### config.mk
export PLATFORM = sky130hd
export DESIGN_NAME = debounced_key_pio
export DESIGN_NICKNAME = d
export VERILOG_FILES = /design/src/rtl/debounced_key_pio_pkg.sv /design/src/rtl/key_debounce_cell.sv /design/src/rtl/debounced_key_pio.sv
export SDC_FILE = /design/constraint.sdc
export NUM_CORES = 1
export LEC_CHECK = 0
export ABC_AREA = 1
export CAP_MARGIN = 20
export CORE_ASPECT_RATIO = 0.5
export CORE_MARGIN = 2
export CORE_UTILIZATION = 50
export DETAILED_ROUTE_END_ITERATION = 8
export GPL_TIMING_DRIVEN = 0
export PLACE_DENSITY = 0.83
export SYNTH_ARGS = -nofsm -noshare
export SYNTH_HDL_FRONTEND = slang
export SYNTH_SLANG_ARGS = --single-unit
### constraint.sdc
create_clock -name clk -period 3.3 [get_ports clk]
set_input_delay 0.66 -clock clk [delete_from_list [all_inputs] [get_ports clk]]
set_output_delay 0.66 -clock clk [all_outputs]
set_load 0.1 [all_outputs]
### src/rtl/debounced_key_pio_pkg.sv
// Shared register map and sizing helper for the debounced key PIO.
package debounced_key_pio_pkg;

  localparam logic [2:0] ADDR_DATA     = 3'd0;
  localparam logic [2:0] ADDR_RAW      = 3'd1;
  localparam logic [2:0] ADDR_IRQ_MASK = 3'd2;
  localparam logic [2:0] ADDR_EDGE_CAP = 3'd3;
  localparam logic [2:0] ADDR_RISE_EN  = 3'd4;
  localparam logic [2:0] ADDR_FALL_EN  = 3'd5;

  // Counter width able to hold DEBOUNCE_CYCLES: ceil(log2(cycles+1)).
  function automatic int cnt_width(input int cycles);
    return (cycles < 1) ? 1 : $clog2(cycles + 1);
  endfunction

endpackage

### src/rtl/key_debounce_cell.sv
// One input channel: 2-flop synchronizer followed by a stable-count debouncer.
module key_debounce_cell
  import debounced_key_pio_pkg::*;
#(
  parameter int   DEBOUNCE_CYCLES = 50000,
  parameter logic RESET_LEVEL     = 1'b1
) (
  input  logic clk,
  input  logic reset,
  input  logic in_bit,
  output logic sync_bit,
  output logic db_bit
);

  localparam int            CW       = cnt_width(DEBOUNCE_CYCLES);
  localparam logic [CW-1:0] CNT_LAST = CW'(DEBOUNCE_CYCLES - 1);

  logic          meta_q;
  logic          sync_q;
  logic          db_q;
  logic [CW-1:0] cnt_q;

  // Bring the asynchronous key level into the clock domain.
  always_ff @(posedge clk) begin
    if (reset) begin
      meta_q <= RESET_LEVEL;
      sync_q <= RESET_LEVEL;
    end else begin
      meta_q <= in_bit;
      sync_q <= meta_q;
    end
  end

  // Accept a new level only after it has differed for DEBOUNCE_CYCLES cycles in a row.
  always_ff @(posedge clk) begin
    if (reset) begin
      db_q  <= RESET_LEVEL;
      cnt_q <= '0;
    end else if (sync_q == db_q) begin
      cnt_q <= '0;
    end else if (cnt_q == CNT_LAST) begin
      db_q  <= sync_q;
      cnt_q <= '0;
    end else begin
      cnt_q <= cnt_q + CW'(1);
    end
  end

  assign sync_bit = sync_q;
  assign db_bit   = db_q;

endmodule

### src/rtl/debounced_key_pio.sv
// Memory-mapped PIO for bouncing keys: debounced level, raw level,
// edge capture with per-bit rise/fall enables, and a masked level interrupt.
module debounced_key_pio
  import debounced_key_pio_pkg::*;
#(
  parameter int               WIDTH           = 4,
  parameter int               DEBOUNCE_CYCLES = 50000,
  parameter logic [WIDTH-1:0] RESET_LEVEL     = '1
) (
  input  logic             clk,
  input  logic             reset,
  input  logic [2:0]       address,
  input  logic             chipselect,
  input  logic             write_n,
  input  logic [31:0]      writedata,
  input  logic [WIDTH-1:0] in_port,
  output logic [31:0]      readdata,
  output logic             irq
);

  logic [WIDTH-1:0] sync_q;
  logic [WIDTH-1:0] db_q;
  logic [WIDTH-1:0] db_prev;
  logic [WIDTH-1:0] edge_capture;
  logic [WIDTH-1:0] irq_mask;
  logic [WIDTH-1:0] rise_en;
  logic [WIDTH-1:0] fall_en;
  logic [WIDTH-1:0] rise;
  logic [WIDTH-1:0] fall;
  logic [WIDTH-1:0] edge_evt;
  logic [WIDTH-1:0] cap_clr;
  logic [WIDTH-1:0] rd_mux;
  logic             wr_en;
  logic             unused_wdata;

  for (genvar i = 0; i < WIDTH; i++) begin : g_cell
    key_debounce_cell #(
      .DEBOUNCE_CYCLES (DEBOUNCE_CYCLES),
      .RESET_LEVEL     (RESET_LEVEL[i])
    ) u_cell (
      .clk      (clk),
      .reset    (reset),
      .in_bit   (in_port[i]),
      .sync_bit (sync_q[i]),
      .db_bit   (db_q[i])
    );
  end

  assign wr_en        = chipselect & ~write_n;
  assign rise         = db_q & ~db_prev;
  assign fall         = ~db_q & db_prev;
  assign edge_evt     = (rise & rise_en) | (fall & fall_en);
  assign cap_clr      = (wr_en && address == ADDR_EDGE_CAP) ? writedata[WIDTH-1:0] : '0;
  assign unused_wdata = &{1'b0, writedata};

  // Delay the debounced level one cycle for edge detection; reset matches db_q so no edge follows reset.
  always_ff @(posedge clk) begin
    if (reset) db_prev <= RESET_LEVEL;
    else       db_prev <= db_q;
  end

  // Software-writable mask and edge-enable registers.
  always_ff @(posedge clk) begin
    if (reset) begin
      irq_mask <= '0;
      rise_en  <= '0;
      fall_en  <= '1;
    end else if (wr_en) begin
      case (address)
        ADDR_IRQ_MASK: irq_mask <= writedata[WIDTH-1:0];
        ADDR_RISE_EN:  rise_en  <= writedata[WIDTH-1:0];
        ADDR_FALL_EN:  fall_en  <= writedata[WIDTH-1:0];
        default: ;
      endcase
    end
  end

  // Sticky edge flags, write-1-to-clear; a simultaneous new edge wins over the clear.
  always_ff @(posedge clk) begin
    if (reset) edge_capture <= '0;
    else       edge_capture <= (edge_capture & ~cap_clr) | edge_evt;
  end

  // Read mux; unmapped addresses return zero.
  always_comb begin
    rd_mux = '0;
    case (address)
      ADDR_DATA:     rd_mux = db_q;
      ADDR_RAW:      rd_mux = sync_q;
      ADDR_IRQ_MASK: rd_mux = irq_mask;
      ADDR_EDGE_CAP: rd_mux = edge_capture;
      ADDR_RISE_EN:  rd_mux = rise_en;
      ADDR_FALL_EN:  rd_mux = fall_en;
      default:       rd_mux = '0;
    endcase
  end

  // Registered read data, refreshed every cycle regardless of chipselect.
  always_ff @(posedge clk) begin
    if (reset) readdata <= '0;
    else       readdata <= 32'(rd_mux);
  end

  assign irq = |(edge_capture & irq_mask);

endmodule

==> flow_summary.yaml, run 1 <==
placed_design:
  dpl_cell_area_um2: 5350
  post-place-ws_ns: 1.00
  port_buffers: 16
  dp_cells: 862
  place_congestion: 0.917
  dpl.hpwl_um: 6930
floorplanning:
  die_area_um2: 10700
  ioPinCount: 76
  initial_core_util_pct: 51.7
  die_x_um: 144
  core.rowCount: 25
  core_um2: 9510
  die_height_um: 74.1
drt:
  drcViolationCount: 0
  routed_wl_um: 9840
  via_per_inst: 4.85
  drt_iter0_markers: 243
  drtAntennaViolNets: 0
  vias: 4251
  wl_per_cell_um: 11.2
  dr.pass1.iters: 4
clock_network:
  cts_setup_buffers: 0
  post_cts_resized: 0
  htreeDepth: 3
  max-clock-path-buffers: 2
  cts_num_sinks: 100
  clkTransAtPathRegs_ns: 0.07
  cts_root_buf: "clkbuf_16"
  clock_latency_ns: 0.35
  numCtsBuffers: 9
  cts_tree: "yes"
  hold_buffers: 0
run:
  cap_violations: 0
cells_and_area:
  antenna_cells: 0
  num-nets-final: 785
  drive_gt1_share_pct: 13.7
  syn_to_final_growth_pct: 14.4
  nFillCells: 851
  stdcell_count: 877
  stdcell_area_um2: 5620
logic_synthesis:
  synth_area_um2: 4910
  seq_area_frac_synth_pct: 40.7
  ys.flop_type: "dfxtp_1"
  synth_edf_count: 0
  synth_top_area_cell: "dfxtp_1"
  synthCells: 684
  synth_top_area_share_pct: 40.7
  synth_area_leaders: "dfxtp_1, nand2_1, nor2_1"
  syn_avg_cell_area_um2: 7.19
  yosysMostFrequentCell: "nand2_1"
  synthTopCellsByCount: "nand2_1, dfxtp_1, nor2_1"
  ys_ff_latch: 100
  synth_warnings: 0
  ys_types: 29
  synthArstFlopShare_pct: 0
worst_setup_path:
  start_kind: "register"
  critical_path.max_stage_delay_ns: 1.13
  required_ns: 2.64
  crit_family: "buffers and inverters"
  endpoint_kind: "primary output"
  cp_max_fo: 3
  crit_arrival_ns: 2.03
  path_class: "register to primary output"
  crit_chain: "nand2_1 -> nand4_1 -> clkdlybuf4s50_1"
  cp.buffers_inverters: 1
  worst_path_max_delay_cell: "clkdlybuf4s50_1"
  ff2ff_setup_slack_ns: 1.75
timing:
  finalSetupViolations: 0
  max_slew.worst_pin.slew_ns: 0.971
  fin_crit_ns: 2.69
  fin_ws_ns: 0.608
  maxSlewHeadroom_pct: 35.1
  fmax_mhz: 372
  finClkSkew_ns: 0.00537
  slew_violations: 0
  hold_viol: 0
  finalSetupTns_ns: 0
  min_period_over_period_pct: 81.6
  rsz0062_at_grt: "false"
grt:
  grt_max_degree: 17
  track_usage_pct: 19.7
  antenna_found_initial: 0
  grt_pass1_vias: 3930
  grt_pass1_wl_um: 16700
  grt_overflow: 0
power:
  powerDensity_nw_per_um2: 443
  power.total_mw: 2.49
  p_leak_nw: 2.11
  ir_drop_mv: 0.237
run_status:
  status: "finished, final reports clean"
min_path:
  hold_class: "register to register"
-- path summary, 6_finish.rpt --
check	from	to	depth (start not counted)
worst max-delay path	edge_capture[2]	irq	3
worst min-delay path	g_cell[0].u_cell.meta_q	g_cell[0].u_cell.sync_bit	1
worst max register to register	g_cell[0].u_cell.cnt_q[0]	g_cell[0].u_cell.cnt_q[2]	7
worst min register to register	g_cell[0].u_cell.meta_q	g_cell[0].u_cell.sync_bit	1
-- metal layers --
metal | part of all wire, % | global-route usage (%)
met1 | 45 | 23.3
met3 | 5.4 | 5.54
met2 | 47 | 34.4
met4 | 1.9 | 8.85
met5 | 0 | 0
-- cells in the final DEF, fill, tap and decap left out, types with 4 or more instances in the layout --
cell type,Yosys,final
a21oi_2,6,6
conb_1,1,28
o21ai_0,29,29
nor2_2,15,15
nor2_1,100,100
inv_2,5,5
nand4_1,25,25
xor2_1,14,14
or2_2,10,10
nand3_1,50,50
dfxtp_1,100,100
nand2_2,6,6
a21oi_1,40,40
buf_4,28,28
inv_1,68,68
nand2_1,145,145
xnor2_1,13,13
clkdlybuf4s50_1,0,16
clkbuf_16,0,9
ha_1,4,4
-- kinds of logic (layout without fill, tap and decap cells) --
| group | Yosys count | after routing | share of synthesized area [%] |
|---|---|---|---|
| AO/OA/AOI/OAI | 77 | 77 | 8.40 |
| XOR/XNOR | 27 | 27 | 4.81 |
| adder cells (fa/ha/maj) | 4 | 4 | 1.02 |
| buffers and inverters | 111 | 142 | 11.5 |
| flip-flops | 100 | 100 | 40.7 |
| other | 1 | 28 | 0.0763 |
| AND/OR/NAND/NOR | 364 | 364 | 33.5 |
-- cell type report --
class / instances / area [um^2] / share of cell area, %
clock buffers: 10 / 239 / 4.25
repair buffers: 16 / 160 / 2.85
inverters: 73 / 274 / 4.87
flip-flops and latches: 100 / 2000 / 35.6
plain buffers: 38 / 290 / 5.16
well taps: 135 / 169 / 3.00
multi-input cells: 500 / 2450 / 43.6
clock inverters: 5 / 37.5 / 0.668
-- state kept, by name (all words and copies together), names as in the netlist --
name                    cells
g_cell.u_cell.cnt_q        64
g_cell.u_cell.sync_bit      4
g_cell.u_cell.meta_q        4
edge_capture                4
irq_mask                    4
fall_en                     4
readdata                    4
g_cell.u_cell.db_bit        4
db_prev                     4
rise_en                     4
-- power by group --
part / internal, mW / total, mW / switching, mW / leakage, nW
Clock: 0.530 / 0.990 / 0.460 / 0.131
Sequential: 1.22 / 1.23 / 0.00632 / 0.809
Combinational: 0.0601 / 0.276 / 0.215 / 1.17
-- through the flow --
| step | hold slack (ns) | utilization [%] |
|---|---|---|
| 4_1_cts | 0.410 | 59.1 |
| 5_1_grt | 0.416 | 59.1 |
| 3_5_place_dp | 0.394 | 56.2 |
| 2_1_floorplan | 0.389 | - |
| 3_3_place_gp | 0.393 | 56.2 |
| 6_report | 0.410 | 59.1 |
-- worst register-to-register path: cells and delay by family (launching register included) --
kind | cells | cell delay, ns
flip-flops | 1 | 0.36
buffers and inverters | 1 | 0.16
AND/OR/NAND/NOR | 5 | 0.70
adder cells (fa/ha/maj) | 1 | 0.22
Power figures use the tool's default switching activity.
==> run 2, diff against run 1 <==
--- a/config.mk
+++ b/config.mk
@@ -9,10 +9,10 @@
 export CAP_MARGIN = 20
 export CORE_ASPECT_RATIO = 0.5
 export CORE_MARGIN = 2
-export CORE_UTILIZATION = 50
+export CORE_UTILIZATION = 49
 export DETAILED_ROUTE_END_ITERATION = 8
 export GPL_TIMING_DRIVEN = 0
-export PLACE_DENSITY = 0.83
+export PLACE_DENSITY = 0.85
 export SYNTH_ARGS = -nofsm -noshare
 export SYNTH_HDL_FRONTEND = slang
 export SYNTH_SLANG_ARGS = --single-unit
==> constraint.sdc (replaced) <==
create_clock -name clk -period 2.3 [get_ports clk]
set_input_delay 0.46 -clock clk [delete_from_list [all_inputs] [get_ports clk]]
set_output_delay 0.46 -clock clk [all_outputs]
set_load 0.1 [all_outputs]
==> flow_summary.yaml, run 2 (same netlist as run 1, synthesis figures left out) <==
run_status:
  status: "finished, final reports clean"
cells_and_area:
  drive_gt1_share_pct: 13.9
  largest_reg_flops: 64
  antenna_cells: 0
  final_cell_mix: "nand2_1, nor2_1, dfxtp_1"
  fin_util_pct: 58.9
  final_common_cell: "nand2_1"
  num-nets-final: 785
  syn_to_final_growth_pct: 15.0
  largest_register: "g_cell.u_cell.cnt_q"
floorplanning:
  die_x_um: 146
  initial_core_util_pct: 51.2
  core.rowCount: 25
  core_um2: 9600
  die_height_um: 74.8
  die_area_um2: 10900
  ioPinCount: 76
power:
  p_leak_nw: 2.18
  ir_drop_mv: 0.449
  powerDensity_nw_per_um2: 655
drt:
  dr.pass1.iters: 6
  routed_wl_um: 9620
  via_per_inst: 4.89
  wl_per_cell_um: 11.0
  drt_iter0_markers: 318
  drcViolationCount: 0
  drtAntennaViolNets: 0
  vias: 4295
worst_setup_path:
  path_class: "register to primary output"
  rr_worst_depth: 7
  start_kind: "register"
  crit_family: "buffers and inverters"
  critical_path.max_stage_delay_ns: 1.12
  required_ns: 1.84
  ff2ff_setup_slack_ns: 0.77
  worstReg2RegEnd: "g_cell[1].u_cell.cnt_q[10]"
  endpoint_kind: "primary output"
  crit_chain: "clkdlybuf4s50_1"
  cp_max_fo: 1
  reg2reg_from: "g_cell[1].u_cell.cnt_q[0]"
  crit_arrival_ns: 1.77
  cp.buffers_inverters: 1
  worst_path_max_delay_cell: "clkdlybuf4s50_1"
timing:
  slew_violations: 0
  fin_crit_ns: 2.23
  finalSetupTns_ns: 0
  fmax_mhz: 448
  finalSetupViolations: 0
  fin_ws_ns: 0.0695
  finClkSkew_ns: 0.00858
  rsz0062_at_grt: "false"
  max_slew.worst_pin.slew_ns: 1.00
  maxSlewHeadroom_pct: 33.0
  hold_viol: 0
  min_period_over_period_pct: 97.0
grt:
  grt_pass1_vias: 3811
  grt_pass1_wl_um: 16400
  grt_overflow: 0
  grt_max_degree: 18
  antenna_found_initial: 0
  track_usage_pct: 18.5
run:
  cap_violations: 0
clock_network:
  hold_buffers: 0
  cts_root_buf: "clkbuf_16"
  cts_tree: "yes"
  cts_num_sinks: 100
  cts_setup_buffers: 0
  max-clock-path-buffers: 2
  clkTransAtPathRegs_ns: 0.07
  clock_latency_ns: 0.35
  numCtsBuffers: 9
  htreeDepth: 3
min_path:
  worstHoldStart: "g_cell[0].u_cell.meta_q"
  worstHoldEndpoint: "g_cell[0].u_cell.sync_bit"
  hold_class: "register to register"
  worstHoldPathCells: 1
placed_design:
  post-place-ws_ns: 0.205
  dpl.hpwl_um: 6960
  port_buffers: 16
  place_congestion: 0.885
==> run 2: cell types whose count changed in the layout (fill, tap and decap cells not counted), sizes merged <==
cell,previous run,this run
inv,74,76
bufinv,0,1
clkdlybuf4s50,16,12
clkinvlp,2,0
dlygate4sd2,0,2
dlymetal6s2s,0,2
==> run 2: worst max-delay path by stage <==
stage | from | endpoint | slack, ns | cells after the start
global placement | edge_capture[0] | irq | 0.20 | 3
global route | readdata[2] | readdata[2] | 0.02 | 1
detailed placement | edge_capture[0] | irq | 0.21 | 3
finish | readdata[2] | readdata[2] | 0.07 | 1
CTS | readdata[3] | readdata[3] | 0.006 | 1
floorplan | edge_capture[0] | irq | 0.58 | 2
==> run 2: power by group <==
part | leakage [nW] | switching [mW] | total, mW | internal, mW
Clock | 0.154 | 0.671 | 1.55 | 0.881
Sequential | 0.809 | 0.00938 | 1.76 | 1.75
Combinational | 1.21 | 0.310 | 0.395 | 0.0852
Total | 2.18 | 0.990 | 3.70 | 2.71
==> run 2: stage by stage <==
stage	hold WS, ns	std cells	instance area, um^2	total power [mW]
after detailed placement	0.393	862	5350	2.19
after global placement	0.392	862	5350	2.19
after CTS	0.410	878	5650	3.73
final	0.409	878	5650	3.70
after global routing	0.419	878	5650	3.82
after floorplan	0.389	711	5020	2.13
==> run 2: layout make-up <==
class                      instances  area, um^2
fill                             834        3950
multi-input combinational        500        2450
sequential                       100        2000
buffer                            38         290
inverter                          73         274
clock buffer                      10         239
tap                              135         169
timing repair buffer              16         163
clock inverter                     6        66.3
==> run 2: timing repair <==
action	CTS	global route
resized for setup	2	2
cloned	0	0
pin swaps	0	0
setup endpoints to repair	2	2
==> run 2: per-layer routing <==
metal / track usage, % / wire [um] / vias to the layer above
met5: 0 / 0 / -
met3: 4.97 / 549 / 17
met2: 33.6 / 4530 / 131
met4: 7.63 / 167 / 0
li1: - / - / 2237
met1: 21.5 / 4370 / 1910
